`src/rtl/uart_rx_pkg.sv`:
```
// Shared types and timing offsets for the oversampling UART receiver.
package uart_rx_pkg;

  localparam int DATA_WIDTH_DEF = 8;
  localparam int PRESCALE_W_DEF = 6;

  // Offsets relative to P/2 within one bit cell.
  localparam int SMP_OFS_EARLY = -1;
  localparam int SMP_OFS_MID   = 0;
  localparam int SMP_OFS_LATE  = 1;
  localparam int DECIDE_OFS    = 2;

  typedef enum logic [2:0] {
    IDLE,
    START,
    DATA,
    PARITY,
    STOP
  } state_e;

endpackage

```
`src/rtl/uart_rx_sampler.sv`:
```
// Bit-cell timer plus three-point majority sampler around the cell centre.
module uart_rx_sampler
  import uart_rx_pkg::*;
#(
  parameter int PRESCALE_W = PRESCALE_W_DEF
) (
  input  logic                  CLK,
  input  logic                  RST,
  input  logic                  enable_i,
  input  logic                  rx_i,
  input  logic [PRESCALE_W-1:0] prescale_i,
  output logic                  bit_done_o,
  output logic                  sample_ready_o,
  output logic                  sampled_bit_o
);

  logic [PRESCALE_W-1:0] edge_cnt_q, edge_cnt_d;
  logic [PRESCALE_W-1:0] half, last;
  logic [2:0]            smp_q, smp_d;

  assign half = prescale_i >> 1;
  assign last = prescale_i - PRESCALE_W'(1);

  always_comb begin
    edge_cnt_d = edge_cnt_q;
    smp_d      = smp_q;
    if (!enable_i || edge_cnt_q == last) begin
      edge_cnt_d = '0;
    end else begin
      edge_cnt_d = edge_cnt_q + PRESCALE_W'(1);
    end
    if (enable_i) begin
      if (edge_cnt_q == half + PRESCALE_W'(SMP_OFS_EARLY)) smp_d[0] = rx_i;
      if (edge_cnt_q == half + PRESCALE_W'(SMP_OFS_MID))   smp_d[1] = rx_i;
      if (edge_cnt_q == half + PRESCALE_W'(SMP_OFS_LATE))  smp_d[2] = rx_i;
    end
  end

  always_ff @(posedge CLK) begin
    if (RST) begin
      edge_cnt_q <= '0;
      smp_q      <= 3'b111;
    end else begin
      edge_cnt_q <= edge_cnt_d;
      smp_q      <= smp_d;
    end
  end

  assign bit_done_o     = enable_i && (edge_cnt_q == last);
  assign sample_ready_o = enable_i && (edge_cnt_q == half + PRESCALE_W'(DECIDE_OFS));
  assign sampled_bit_o  = (smp_q[0] & smp_q[1]) | (smp_q[0] & smp_q[2]) | (smp_q[1] & smp_q[2]);

endmodule

```
`src/rtl/uart_rx.sv`:
```
// UART receiver: deframes one character, checks parity/stop, strobes the byte out.
module uart_rx
  import uart_rx_pkg::*;
#(
  parameter int DATA_WIDTH = DATA_WIDTH_DEF,
  parameter int PRESCALE_W = PRESCALE_W_DEF
) (
  input  logic                  CLK,
  input  logic                  RST,
  input  logic                  RX_IN,
  input  logic [PRESCALE_W-1:0] Prescale,
  input  logic                  PAR_EN,
  input  logic                  PAR_TYP,
  output logic [DATA_WIDTH-1:0] P_DATA,
  output logic                  data_valid,
  output logic                  parity_error,
  output logic                  framing_error
);

  localparam int BW = $clog2(DATA_WIDTH);

  state_e                state_q, state_d;
  logic [BW-1:0]         bit_cnt_q, bit_cnt_d;
  logic [DATA_WIDTH-1:0] shift_q, shift_d;
  logic [DATA_WIDTH-1:0] pdata_q, pdata_d;
  logic                  par_bad_q, par_bad_d;
  logic                  dv_q, dv_d, pe_q, pe_d, fe_q, fe_d;
  logic [PRESCALE_W-1:0] prescale_q;
  logic                  par_en_q, par_typ_q;
  logic                  cfg_load;
  logic                  bit_done, sample_ready, sampled_bit;

  uart_rx_sampler #(.PRESCALE_W(PRESCALE_W)) u_sampler (
    .CLK            (CLK),
    .RST            (RST),
    .enable_i       (state_q != IDLE),
    .rx_i           (RX_IN),
    .prescale_i     (prescale_q),
    .bit_done_o     (bit_done),
    .sample_ready_o (sample_ready),
    .sampled_bit_o  (sampled_bit)
  );

  always_comb begin
    state_d   = state_q;
    bit_cnt_d = bit_cnt_q;
    shift_d   = shift_q;
    pdata_d   = pdata_q;
    par_bad_d = par_bad_q;
    dv_d      = 1'b0;
    pe_d      = 1'b0;
    fe_d      = 1'b0;
    cfg_load  = 1'b0;
    case (state_q)
      IDLE: begin
        if (!RX_IN) begin
          state_d   = START;
          cfg_load  = 1'b1;
          bit_cnt_d = '0;
          par_bad_d = 1'b0;
        end
      end
      START: begin
        if (sample_ready && sampled_bit) state_d = IDLE;
        else if (bit_done)               state_d = DATA;
      end
      DATA: begin
        if (sample_ready) shift_d = {sampled_bit, shift_q[DATA_WIDTH-1:1]};
        if (bit_done) begin
          if (bit_cnt_q == BW'(DATA_WIDTH - 1)) begin
            bit_cnt_d = '0;
            state_d   = par_en_q ? PARITY : STOP;
          end else begin
            bit_cnt_d = bit_cnt_q + BW'(1);
          end
        end
      end
      PARITY: begin
        if (sample_ready && (sampled_bit != ((^shift_q) ^ par_typ_q))) par_bad_d = 1'b1;
        if (bit_done) state_d = STOP;
      end
      STOP: begin
        // Leave at the decision point so a start bit right at the stop-bit end is seen.
        if (sample_ready) begin
          dv_d    = sampled_bit && !par_bad_q;
          pe_d    = par_bad_q;
          fe_d    = !sampled_bit;
          if (sampled_bit && !par_bad_q) pdata_d = shift_q;
          state_d = IDLE;
        end
      end
      default: state_d = IDLE;
    endcase
  end

  always_ff @(posedge CLK) begin
    if (RST) begin
      state_q    <= IDLE;
      bit_cnt_q  <= '0;
      shift_q    <= '0;
      pdata_q    <= '0;
      par_bad_q  <= 1'b0;
      dv_q       <= 1'b0;
      pe_q       <= 1'b0;
      fe_q       <= 1'b0;
      prescale_q <= PRESCALE_W'(8);
      par_en_q   <= 1'b0;
      par_typ_q  <= 1'b0;
    end else begin
      state_q   <= state_d;
      bit_cnt_q <= bit_cnt_d;
      shift_q   <= shift_d;
      pdata_q   <= pdata_d;
      par_bad_q <= par_bad_d;
      dv_q      <= dv_d;
      pe_q      <= pe_d;
      fe_q      <= fe_d;
      if (cfg_load) begin
        prescale_q <= Prescale;
        par_en_q   <= PAR_EN;
        par_typ_q  <= PAR_TYP;
      end
    end
  end

  assign P_DATA        = pdata_q;
  assign data_valid    = dv_q;
  assign parity_error  = pe_q;
  assign framing_error = fe_q;

endmodule

```
`config.mk`:
```
export PLATFORM = sky130hd
export DESIGN_NAME = uart_rx
export DESIGN_NICKNAME = d
export VERILOG_FILES = /design/src/rtl/uart_rx_pkg.sv /design/src/rtl/uart_rx_sampler.sv /design/src/rtl/uart_rx.sv
export SDC_FILE = /design/constraint.sdc
export NUM_CORES = 1
export LEC_CHECK = 0
export ABC_AREA = 1
export CORE_MARGIN = 2
export CORE_UTILIZATION = 30
export DETAILED_ROUTE_END_ITERATION = 10
export SYNTH_ARGS = -nofsm -noshare
export SYNTH_HDL_FRONTEND = slang
export SYNTH_SLANG_ARGS = --single-unit
```
`constraint.sdc`:
```
create_clock -name CLK -period 2.39 [get_ports CLK]
set_input_delay 0.239 -clock CLK [delete_from_list [all_inputs] [get_ports CLK]]
set_output_delay 0.239 -clock CLK [all_outputs]
set_load 0.05 [all_outputs]
```
# After elaboration in Yosys (flattened, before gate mapping)
# Index checks and enable logic that the tools add are counted.
# word_totals
output_inout_bits,11
ff_bits,43
word_cells,89
# op_classes
reduce_logical,24
muxes,18
n_bitwise,8
eq_ne,18
n_addsub,6
# op_table
operator,n
$mux W3,11
$eq A6 B6 Y1,4
$pmux W3 S5,1
$ne A2 B2 Y1 const B,6
$reduce_and A3 Y1,3
$reduce_and A2 Y1,4
$reduce_xor A8 Y1,1
$add A5 B1 Y6 const B,1
$add A5 B2 Y6 const B,1
$add A5 B6 Y6 const B,1
$add A6 B1 Y6 const B,1
$eq A3 B2 Y1 const B,2
$eq A3 B3 Y1 const B,2
$eq A6 B5 Y1,1
$pmux W3 S2,1
$reduce_and A6 Y1,1
$sub A6 B1 Y6 const B,1
$logic_and A1 B1 Y1,5
$mux W1,4
$reduce_bool A2 Y1,2
$add A3 B1 Y3 const B,1
$and A1 B1 Y1,3
$eq A3 B1 Y1 const B,1
$logic_not A1 Y1,3
11 further kinds,13

# Depth between registers and ports, before layout
# logic_depth
depth_word,7
ltp_mapped,14

# Cells and area by module
# From an unflattened synthesis, not the netlist that was laid out.
# unflattened
hier_cells,407
area_unflattened_um2,2657.5
# by_module_without_submodules
mod,cells_per_inst,n_inst,area_each_um2,seq_area_each_um2
uart_rx,217,1,1576.5,680.7
uart_rx_sampler,190,1,1081.0,180.2

# Worst setup path after synthesis
# No wires, ideal clock.
# synth_timing
path_kind,reg2reg
startpoint,register prescale_q[2]
endpoint,"register pdata_q[6], in the netlist P_DATA[6]"
path_slack_ps,541
period_less_slack_ps,1849
stages_incl_launch_ff,14
n_path_buf,1
arrival_time_ps,1732
required_ps,2273
path_cell_list,dfxtp_1 > inv_1 > ha_1 > inv_1 > nand2_1 > nand2_1 > nand2_1 > nor2_1 > nand3_2 > inv_2 > nand4_4 > buf_6 > o21ai_1 > a21oi_1
# synth_via
elab_chain_cells,4
# synth_rtl
element,line,source
from (decl),uart_rx.sv:28,logic [PRESCALE_W-1:0] prescale_q;
from (signal assigned),uart_rx.sv:119,prescale_q <= Prescale;
$add A5 B2 Y6,uart_rx_sampler.sv:50,assign sample_ready_o = enable_i && (edge_cnt_q == half + PRESCALE_W'(DECIDE_OFS));
$eq A6 B6 Y1,uart_rx_sampler.sv:50,
$logic_and A1 B1 Y1,uart_rx_sampler.sv:50,
$reduce_and A3 Y1 (no line),--,
to (signal assigned),uart_rx.sv:113,pdata_q <= pdata_d;
to (decl),uart_rx.sv:25,"logic [DATA_WIDTH-1:0] pdata_q, pdata_d;"
# No other way between the ends.
# A chain may end at the register's enable or synchronous reset.

# Final worst setup path
# layout_timing
startpoint,register prescale_q[2]
endpoint,"register pdata_q[5], in the netlist P_DATA[5]"
# The elaborated chain is that of the path after synthesis.

==> run_results.csv <==
group,metric,value,unit
power_and_ir_drop,leakage,1.10,nW
placement,dpl_cell_area,2700,um^2
timing,drv_slew,0,
placement,dp_hpwl,4220,um
final_layout,nFillCells,830,
global_routing,grt_max_degree,24,
global_routing,antenna_found_initial,0,
timing,period_minus_slack,2.11,ns
critical_path,reg2reg_slack,0.28,ns
timing,clock_skew,0.00443,ns
power_and_ir_drop,power_density,887,nW/um^2
timing,setup_tns,0,ns
global_routing,grt-busiest-layer,"met2",
clock_network,cts_setup_buffers,0,
logic_synthesis,synth_area_leaders,"dfxtp_1 (36%), nand2_1 (10%), a21oi_1 (8.0%), inv_1 (6.0%), nand3_1 (5.7%)",
final_layout,final_nets,381,
min_path,whs_endpoint,"P_DATA[7]$_SDFFE_PP0P_",
die,core_area,7730,um^2
logic_synthesis,mappedNetlistArea,2380,um^2
critical_path,setup.worst_path.start,"prescale_q[2]$_SDFFE_PP0P_",
clock_network,h-tree-depth,2,
critical_path,r2r-start,"prescale_q[2]$_SDFFE_PP0P_",
die,initial_core_util,30.9,%
critical_path,setup.worst_path.start_class,"flop",
placement,portBuffers,21,
critical_path,cp_cell_sequence,"inv_2 -> ha_1 -> inv_1 -> nand2_1 -> nand2_1 -> nand2_1 -> nor2_1 -> nand3_2 -> inv_2 -> nand4_4 -> o21ai_0 -> a21oi_1",
min_path,hold_depth,2,
power_and_ir_drop,irDropWorstVdd,0.278,mV
critical_path,crit_type,"flop to flop",
critical_path,cpMaxStageDelayCell,"dfxtp_1",
logic_synthesis,yosysSeqAreaShare,36.1,%
logic_synthesis,ys.warnings.count,0,
status,status,"finished clean",
placement,place_congestion,0.899,
critical_path,arrival,2.30,ns
route,first_pass_iters,4,
route,wirelength,5510,um
clock_network,clk_latency,0.30,ns
logic_synthesis,yosysTopAreaCell,"dfxtp_1",
final_layout,final_area,2790,um^2
timing,finalSetupViolCount,0,
critical_path,r2r_end,"P_DATA[5]$_SDFFE_PP0P_",
die,die_x,93.2,um
clock_network,cts_made_buffers,5,
final_layout,mostFrequentLayoutCells,"nand2_1 (64), dfxtp_1 (43), a21oi_1 (38)",
timing,rsz0062_at_grt,"no",
min_path,min_path_type,"flop to flop",
route,via_count,2149,
clock_network,path_clk_slew,0.09,ns
timing,clock.fmax,0.474,GHz
logic_synthesis,synthCells,338,
global_routing,grt_overflow,0,
logic_synthesis,synth_seq_cells,43,
clock_network,cts_root_buffer,"clkbuf_8",
critical_path,crit_required,2.58,ns
timing,max_slew_margin,56.2,%
critical_path,path_max_fanout,17,
global_routing,grt_pass1_vias,2052,
clock_network,cts_buffer_depth,2,
route,viasPerCell,4.64,
min_path,hp-start,"P_DATA[7]$_SDFFE_PP0P_",
route,wl_per_cell,11.9,um
clock_network,cts_hold_buf,0,
critical_path,end_kind,"flop",
critical_path,cp_common_cell,"nand2_1",
logic_synthesis,synth.distinct_cells,34,
clock_network,cts_tree,"yes",
timing,worst_slew_pin_slew,0.652,ns
final_layout,drive_above_1_share,6.93,%
global_routing,met3_usage,2.74,%
global_routing,groute.usage.overall,13.7,%
logic_synthesis,avgSynthCellArea,7.06,um^2
die,row_count,32,
clock_network,cts_num_sinks,43,
global_routing,use_met2,22.0,%
logic_synthesis,synthesis.nets,359,
global_routing,grt_pass1_wl,9500,um
timing,finalHoldViolCount,0,
run,maxCapViolCount,0,
global_routing,use_met1,18.6,%
timing,fin_crit_sh,88.3,%
logic_synthesis,yosysTopAreaCellShare,36.1,%
final_layout,diodes,0,
critical_path,r2r_cells,12,
die,die_area,8680,um^2
critical_path,slowest_delay,0.45,ns
die,num_io_pins,22,
die,dieHeight,93.2,um
route,ant_nets,0,
route,drcViolationCount,0,
final_layout,final_common_cell,"nand2_1",
final_layout,syn2layout_area_growth,16.9,%
route,drtIter0Drc,123,
sequential cells by signal (all words and copies together) (netlist names), 3 cells and up:
name / flops
prescale_q: 6
P_DATA: 8
u_sampler.edge_cnt_q: 6
bit_cnt_q: 3
u_sampler.smp_q: 3
state_q: 3
shift_q: 8
routing by layer:
metal / vias up / part of all wire [%]
li1: 1138 / -
met1: 965 / 50
met2: 40 / 45
met3: 6 / 3.4
met4: 0 / 1.2
met5: - / 0
worst max path at each step:
stage | to | cells past startpoint | slack (ns)
CTS | P_DATA[5]$_SDFFE_PP0P_ | 12 | 0.22
floorplan | P_DATA[6]$_SDFFE_PP0P_ | 13 | 0.54
global route | bit_cnt_q[1]$_SDFFE_PP0P_ | 12 | 0.02
global placement | bit_cnt_q[1]$_SDFFE_PP0P_ | 12 | 0.27
finish | P_DATA[5]$_SDFFE_PP0P_ | 12 | 0.28
detailed placement | P_DATA[5]$_SDFFE_PP0P_ | 12 | 0.23
cell families after synthesis:
| family | after synthesis | synth area share (%) |
|---|---|---|
| XOR/XNOR | 19 | 6.98 |
| flip-flops | 43 | 36.1 |
| buffers and inverters | 54 | 9.13 |
| AND/OR/NAND/NOR | 139 | 26.2 |
| adder cells (fa/ha/maj) | 11 | 5.67 |
| AO/OA/AOI/OAI | 72 | 15.9 |
synthesized netlist by cell type:
cell type  count
nor4_1         1
nand3_2        1
a211oi_1       1
clkbuf_1       5
buf_6          1
o21ai_0       26
buf_2          3
o21ai_1        1
nand4_4        1
inv_1         38
xor2_1         9
nand4_1        4
ha_1          10
nor3b_1        3
nand3_1       27
or2_0          1
nand3b_1       1
dfxtp_1       43
a21oi_2        1
nor3_1         2
clkinv_1       1
xnor2_1       10
or2_2          1
nor2_1        30
buf_4          1
a21oi_1       38
nand2_2        1
nor2_2         1
o211ai_1       3
inv_2          5
nand2_1       64
o21bai_1       2
nor3_2         1
maj3_1         1
critical path, delay by kind of cell, from the launching register on:
kind | cells | cell delay [ns]
buf+inv | 3 | 0.32
flops | 1 | 0.45
simple gates | 6 | 0.59
compound gates | 2 | 0.31
fa+ha+maj | 1 | 0.33
cell type report:
class | instances | area, um^2 | share of cell area, %
Multi-Input combinational cell | 241 | 1310 | 46.9
Sequential cell | 43 | 861 | 30.9
Timing Repair Buffer | 25 | 240 | 8.62
Inverter | 44 | 165 | 5.92
Tap cell | 102 | 128 | 4.58
Clock buffer | 6 | 72.6 | 2.60
Clock inverter | 2 | 12.5 | 0.449
metrics by stage:
stage          hold WS [ns]  setup slack, ns  total power [mW]  utilization (%)  instances
6_report              0.446            0.278              2.47             36.1        463
5_1_grt               0.470           0.0165              2.70             36.1        463
4_1_cts               0.448            0.215              2.49             36.0        463
3_5_place_dp          0.434            0.230              2.01             34.9        455
3_3_place_gp          0.434            0.271              1.99             34.9        455
2_1_floorplan         0.327            0.541              1.75                -        338
what timing repair did:
item | 4_1_cts | 5_1_grt
hold endpoints to repair | 0 | 0
endpoints found under the setup margin | 0 | 7
resized for setup | 0 | 2
power breakdown:
group          leakage [nW]  internal [mW]  switching, mW
Combinational         0.711          0.379          0.677
Clock                0.0412          0.205          0.266
Sequential            0.349          0.815          0.130
Total                  1.10           1.40           1.07
No activity file was read; power rests on OpenSTA's default activity.
